[src/rtl/alu_if.sv]
// Operand/result bundle for the single-cycle ALU.
// The master drives the operands and the operation select. The slave (the ALU) returns
// the registered result and its flags.
interface alu_if #(
    parameter int WIDTH = 8
);
    logic [WIDTH-1:0] a;
    logic [WIDTH-1:0] b;
    logic [1:0]       aluop;
    logic             in_valid;
    logic [WIDTH-1:0] res;
    logic             out_valid;
    logic             carry;
    logic             zero;
    logic             neg;
    logic             ovf;

    modport master (
        output a, b, aluop, in_valid,
        input  res, out_valid, carry, zero, neg, ovf
    );

    modport slave (
        input  a, b, aluop, in_valid,
        output res, out_valid, carry, zero, neg, ovf
    );
endinterface

[src/rtl/alu.sv]
// Registered ALU with one cycle of latency: add, sub, logical left shift and bitwise and.
// It produces carry, zero, neg and ovf flags, and accepts one operation on every cycle.
// When no operation is presented, the result and flags hold their previous values.
module alu #(
    parameter int WIDTH = 8
) (
    input  logic  clk,
    input  logic  rst_n,
    alu_if.slave  bus
);
    localparam int SH_W = (WIDTH > 1) ? $clog2(WIDTH) : 1;
    localparam logic [WIDTH:0] ONE_W = (WIDTH + 1)'(1);

    // Returns {ovf, carry, res}. Each operation runs on a WIDTH+1 bit datapath,
    // so bit WIDTH is the carry:
    // - add: it is the sum carry-out.
    // - sub: a + ~b + 1 leaves the no-borrow bit there.
    // - shift: it is the last bit shifted out, which is a[WIDTH-sh]. It is 0 when sh == 0.
    function automatic logic [WIDTH+1:0] compute(
        input logic [WIDTH-1:0] op_a,
        input logic [WIDTH-1:0] op_b,
        input logic [1:0]       op
    );
        logic signed [WIDTH-1:0] sa;
        logic signed [WIDTH-1:0] sb;
        logic        [WIDTH:0]   wide;
        logic                    v;
        logic        [SH_W-1:0]  sh;
        sa   = op_a;
        sb   = op_b;
        sh   = op_b[SH_W-1:0];
        wide = '0;
        v    = 1'b0;
        case (op)
            2'b00: begin
                wide = {1'b0, op_a} + {1'b0, op_b};
                v    = ((sa < 0) == (sb < 0)) && (wide[WIDTH-1] != op_a[WIDTH-1]);
            end
            2'b01: begin
                wide = {1'b0, op_a} + {1'b0, ~op_b} + ONE_W;
                v    = ((sa < 0) != (sb < 0)) && (wide[WIDTH-1] != op_a[WIDTH-1]);
            end
            2'b10: begin
                wide = {1'b0, op_a} << sh;
            end
            default: begin
                wide = {1'b0, op_a & op_b};
            end
        endcase
        return {v, wide};
    endfunction

    logic [WIDTH+1:0] calc_p0;
    logic [WIDTH-1:0] res_p1;
    logic             carry_p1;
    logic             zero_p1;
    logic             neg_p1;
    logic             ovf_p1;
    logic             vld_p1;

    // Combinational evaluation of the presented operation (stage p0)
    always_comb begin
        calc_p0 = compute(bus.a, bus.b, bus.aluop);
    end

    // Output register (stage p1): reset has priority; data updates only on a valid operation
    always_ff @(posedge clk) begin
        if (!rst_n) begin
            vld_p1   <= 1'b0;
            res_p1   <= '0;
            carry_p1 <= 1'b0;
            zero_p1  <= 1'b1;
            neg_p1   <= 1'b0;
            ovf_p1   <= 1'b0;
        end else begin
            vld_p1 <= bus.in_valid;
            if (bus.in_valid) begin
                res_p1   <= calc_p0[WIDTH-1:0];
                carry_p1 <= calc_p0[WIDTH];
                ovf_p1   <= calc_p0[WIDTH+1];
                zero_p1  <= (calc_p0[WIDTH-1:0] == '0);
                neg_p1   <= calc_p0[WIDTH-1];
            end
        end
    end

    assign bus.res       = res_p1;
    assign bus.carry     = carry_p1;
    assign bus.zero      = zero_p1;
    assign bus.neg       = neg_p1;
    assign bus.ovf       = ovf_p1;
    assign bus.out_valid = vld_p1;
endmodule

[src/flat_wrapper.sv]
// flat-port wrapper written by rule: the top's interface ports become plain ports
module alu_flat 
#(
    parameter int WIDTH = 8
)
  (clk, rst_n, bus_a, bus_b, bus_aluop, bus_in_valid, bus_res, bus_out_valid, bus_carry, bus_zero, bus_neg, bus_ovf);
  alu_if #(.WIDTH(WIDTH)) bus_i ();
  input  logic clk;
  input  logic rst_n;
  input wire logic [$bits(bus_i.a)-1:0] bus_a;
  input wire logic [$bits(bus_i.b)-1:0] bus_b;
  input wire logic [$bits(bus_i.aluop)-1:0] bus_aluop;
  input wire logic [$bits(bus_i.in_valid)-1:0] bus_in_valid;
  output wire logic [$bits(bus_i.res)-1:0] bus_res;
  output wire logic [$bits(bus_i.out_valid)-1:0] bus_out_valid;
  output wire logic [$bits(bus_i.carry)-1:0] bus_carry;
  output wire logic [$bits(bus_i.zero)-1:0] bus_zero;
  output wire logic [$bits(bus_i.neg)-1:0] bus_neg;
  output wire logic [$bits(bus_i.ovf)-1:0] bus_ovf;
  assign bus_i.a = bus_a;
  assign bus_i.b = bus_b;
  assign bus_i.aluop = bus_aluop;
  assign bus_i.in_valid = bus_in_valid;
  assign bus_res = bus_i.res;
  assign bus_out_valid = bus_i.out_valid;
  assign bus_carry = bus_i.carry;
  assign bus_zero = bus_i.zero;
  assign bus_neg = bus_i.neg;
  assign bus_ovf = bus_i.ovf;
  alu #(.WIDTH(WIDTH)) u_core (.clk(clk), .rst_n(rst_n), .bus(bus_i));
endmodule
[config.mk]
export PLATFORM = sky130hd
export DESIGN_NAME = alu_flat
export DESIGN_NICKNAME = d
export VERILOG_FILES = /design/src/rtl/alu_if.sv /design/src/rtl/alu.sv /design/src/flat_wrapper.sv
export SDC_FILE = /design/constraint.sdc
export NUM_CORES = 1
export LEC_CHECK = 0
export CAP_MARGIN = 10
export CELL_PAD_IN_SITES_DETAIL_PLACEMENT = 2
export CELL_PAD_IN_SITES_GLOBAL_PLACEMENT = 2
export CORE_MARGIN = 3
export CORE_UTILIZATION = 29
export DETAILED_ROUTE_END_ITERATION = 8
export PLACE_DENSITY_LB_ADDON = 0.05
export SYNTH_ARGS = -nofsm -noshare
export SYNTH_HDL_FRONTEND = slang
export SYNTH_SLANG_ARGS = --single-unit
[constraint.sdc]
create_clock -name clk -period 3.2 [get_ports clk]
set_input_delay 0.32 -clock clk [delete_from_list [all_inputs] [get_ports clk]]
set_output_delay 0.32 -clock clk [all_outputs]
set_load 0.05 [all_outputs]
==> summary.md <==
| Metric | Value |
|---|---|
| CTS clock-pin slew for the worst setup and hold paths | `~0.050 ns` |
| Die span in x | `81.7 µm` |
| Synth area leaders | `dfxtp_1, ha_1, mux2i_1` |
| Flop2flop setup slack | `2.33 ns` |
| Post-Route Setup TNS | `0 ns` |
| Worst Path Required | `around 3.3 ns` |
| Ports | `34` |
| Clk pwr share | `0.242` |
| Leakage power | `0.870 nW` |
| Area Overhead vs Synth | `30.3%` |
| Design Power | `approximately 0.68 mW` |
| Drt pass-1 iters | `4` |
| I/O Buffers | `33` |
| CTS resizes | `0` |
| Share of the clock period used by the worst path after layout | `0.955` |
| Placeable Area | `0.00534 mm²` |
| Vias in the first global route | `1984` |
| Final Util | `0.405` |
| Synthesized area | `about 0.0017 mm²` |
| Number of flops mapped to enable cells by yosys | `0` |
| Total grt overflow | `0` |
| Slew Limit Headroom | `0.541` |
| Worst slew pin tran | `0.680 ns` |
| Drt total wl | `6060 µm` |
| Dpl cell area | `0.00211 mm²` |
| Via Count | `about 1800` |
| Die H | `81.7 µm` |
| Row count | `26` |
| P_sw | `~0.27 mW` |
| DR WL/cell | `~19 µm` |
| Max Clock Skew | `0 ns` |
| Routability cong. | `0.903` |
| CP endpoint kind | `flop` |
| Worst-Skew Late Latency | `~0.24 ns` |
| Root Buffer | `clkbuf_8` |
| Syn nets | `261` |
| Initial antenna violation count | `0` |
| Syn_area_per_cell | `roughly 7.5 µm²` |
| # clock sinks | `12` |
| Vias/cell | `around 5.5` |
| Run status | `completed` |
| Max Cap Viol | `0` |
| Setup bufs post-CTS | `0` |
| First-pass GRT wire length | `10100 µm` |
| Layout Nets | `298` |
| Synth Flop Type | `dfxtp_1` |
| R2R depth | `2` |
| Worst-case clock buffer depth | `2` |
| Worst EP arrival | `3.18 ns` |
| # setup viols final | `0` |
| #FFs+latches synth | `12` |
| Setup ws final | `0.143 ns` |
| Final Critical Period | `around 3 ns` |
| Detail Route Antenna Nets | `0` |
| Worst hold path stage count | `2` |
| Post-synth top area cell | `dfxtp_1` |
| Fin. Hold Viols | `0` |
| Syn. warnings | `0` |
| Multi-input logic area | `roughly 0.0013 mm²` |
| Reg power frac | `0.245` |
| Top-area cell type share of the netlist area | `0.145` |
| RSZ-0062 raised after global routing | `false` |
| Power per Cell Area | `316 mW/mm²` |
| DRT iter0 DRCs | `68` |
| Startpoint Class | `input port` |
| Mapped Cells | `221` |
| CTS tree | `built` |
| Hold Crit Class | `reg -> reg` |
| Kind of critical path | `in -> reg` |
| All-layer global routing usage | `0.195` |
| Sw Share | `0.395` |
| H-Tree Depth | `1` |
| Critical R2R Launch | `u_core.bus.zero` |
| Place WS | `-0.153 ns` |
| Die footprint | `0.00667 mm²` |
| Combinational share of power | `0.514` |
| Hold buffer count at CTS | `0` |
| Pint | `0.414 mW` |
| Async set-reset flop share out of synthesis | `0` |
| Filler Cell Count | `623` |
| Fmax | `0.327 GHz` |
| Hpwl dp | `about 5000 µm` |
| TritonCTS Buffers | `3` |
| Largest net degree at the start of global routing | `18` |
| Ratio of cells with drive above 1 in the final layout | `0.0895` |
| Sink of the worst hold path | `u_core.bus.res[4]` |
| Synth cell types | `52` |
| Initial Util | `0.311` |
| Drt drc | `0` |
| CP max FO | `5` |
| Sequential area share after synthesis | `0.145` |
| Worst r2r dst | `u_core.bus.zero` |
| Max Slew Vio Count | `0` |
| Peak VDD IR | `a little over 0.0002 V` |
| Final Cell Area | `0.00216 mm²` |
| N_diodes | `0` |
| Worst Min Path Start | `u_core.bus.res[4]` |
| FF+latch area | `240 µm²` |
## worst max-delay path: stages
cell             delay, ns
clkdlybuf4s50_1       0.58
inv_1                 0.07
ha_1                  0.22
fa_1                  0.41
nand2b_1              0.20
a21oi_1               0.15
nor2_1                0.06
o311ai_0              0.51
buf_4                 0.21
a211oi_2              0.06
o31a_1                0.12
a311o_1               0.26
## cells in the mapped netlist, drive strengths merged (2+ instances only)
cell and n:
nor2 23, ha 17, inv 17, o21ai 13, dfxtp 12, a21oi 11, nand2 11, a211oi 10
clkbuf 9, mux2i 9, nand2b 8, nand3 7, o211ai 6, xnor2 6, buf 5, nor2b 5
nor3 5, o31ai 4, o311ai 3, a21o 2, and2 2, and3 2, clkinv 2, fa 2
mux2 2, nor3b 2, o22a 2, o31a 2, o41ai 2
## per-layer routing
| layer | GRT usage | up-vias | wire length, µm |
|---|---|---|---|
| li1 | - | 881 | - |
| met1 | 0.246 | 886 | 2730 |
| met2 | 0.367 | 34 | 3120 |
| met3 | 0.0296 | 0 | 212 |
| met4 | 0.00498 | 0 | 0 |
| met5 | 0 | - | 0 |
## state kept, by name (all words and copies together) (netlist names)
signal and cells:
u_core.bus.carry 1, u_core.bus.out_valid 1, u_core.bus.ovf 1, u_core.bus.zero 1, u_core.bus.res 7, u_core.bus.neg 1
## kinds of logic (layout without fill, tap and decap cells)
logic type                 count (synthesis)  count (layout)  synth area share
AOI/OAI and AO/OA                         70              70             0.299
xor gates and xnor gates                   7               7            0.0369
adders and majority gates                 19              19             0.152
buffers and inverters                     33              69            0.0836
DFF                                       12              12             0.145
muxes                                     12              12            0.0814
and+or+nand+nor                           68              68             0.202
## per-stage QoR
step                      hold slack [ns]  std cells
final                               0.487        327
after global placement              0.457        323
after detailed placement            0.481        323
after floorplan                     0.442        221
after CTS                           0.489        327
after global routing                0.511        327
## power groups by stage
| stage | clock network, mW | registers, mW | logic (mW) |
|---|---|---|---|
| floorplan | 0 | 0.210 | 0.183 |
| global placement | 0 | 0.169 | 0.339 |
| detailed placement | 0 | 0.171 | 0.352 |
| CTS | 0.171 | 0.167 | 0.355 |
| global route | 0.180 | 0.169 | 0.387 |
| finish | 0.165 | 0.167 | 0.351 |
## cell usage in the layout (no fill, tap or decap), types with 2 or more instances in the layout
master / netlist / routed
nand2b_1: 8 / 8
o21ai_0: 13 / 13
a21o_1: 2 / 2
o22a_1: 2 / 2
nor2_1: 23 / 23
and2_1: 2 / 2
buf_4: 1 / 13
o41ai_1: 2 / 2
xnor2_1: 6 / 6
o31a_1: 2 / 2
o211ai_1: 6 / 6
clkinv_1: 2 / 2
inv_1: 17 / 17
dfxtp_1: 12 / 12
a21oi_1: 11 / 11
fa_1: 2 / 2
and3_1: 2 / 2
clkbuf_8: 0 / 4
o31ai_1: 4 / 4
o311ai_0: 3 / 3
nand2_1: 11 / 11
mux2_2: 2 / 2
mux2i_1: 9 / 9
clkdlybuf4s50_1: 0 / 33
nor3b_1: 2 / 2
nor3_1: 5 / 5
a211oi_1: 9 / 9
nor2b_1: 5 / 5
nand3_1: 7 / 7
ha_1: 17 / 17
## worst max-delay path by stage
stage / start / end / slack, ns / cells past startpoint
4_1_cts: bus_a[0] / u_core.bus.zero / 0.09 / 12
3_5_place_dp: bus_a[0] / u_core.bus.zero / -0.15 / 12
6_report: bus_a[0] / u_core.bus.zero / 0.14 / 12
2_1_floorplan: bus_b[1] / u_core.bus.zero / 0.58 / 11
5_1_grt: bus_a[0] / u_core.bus.zero / 0.03 / 12
3_3_place_gp: bus_a[0] / u_core.bus.zero / -0.05 / 12
## final cells by class
cell class	instances	area share
Inverter	19	0.0330
Sequential cell	12	0.111
Clock buffer	4	0.0254
Tap cell	70	0.0405
Timing Repair Buffer	46	0.198
Multi-Input combinational cell	176	0.592
(Power assumes the default switching activity.)
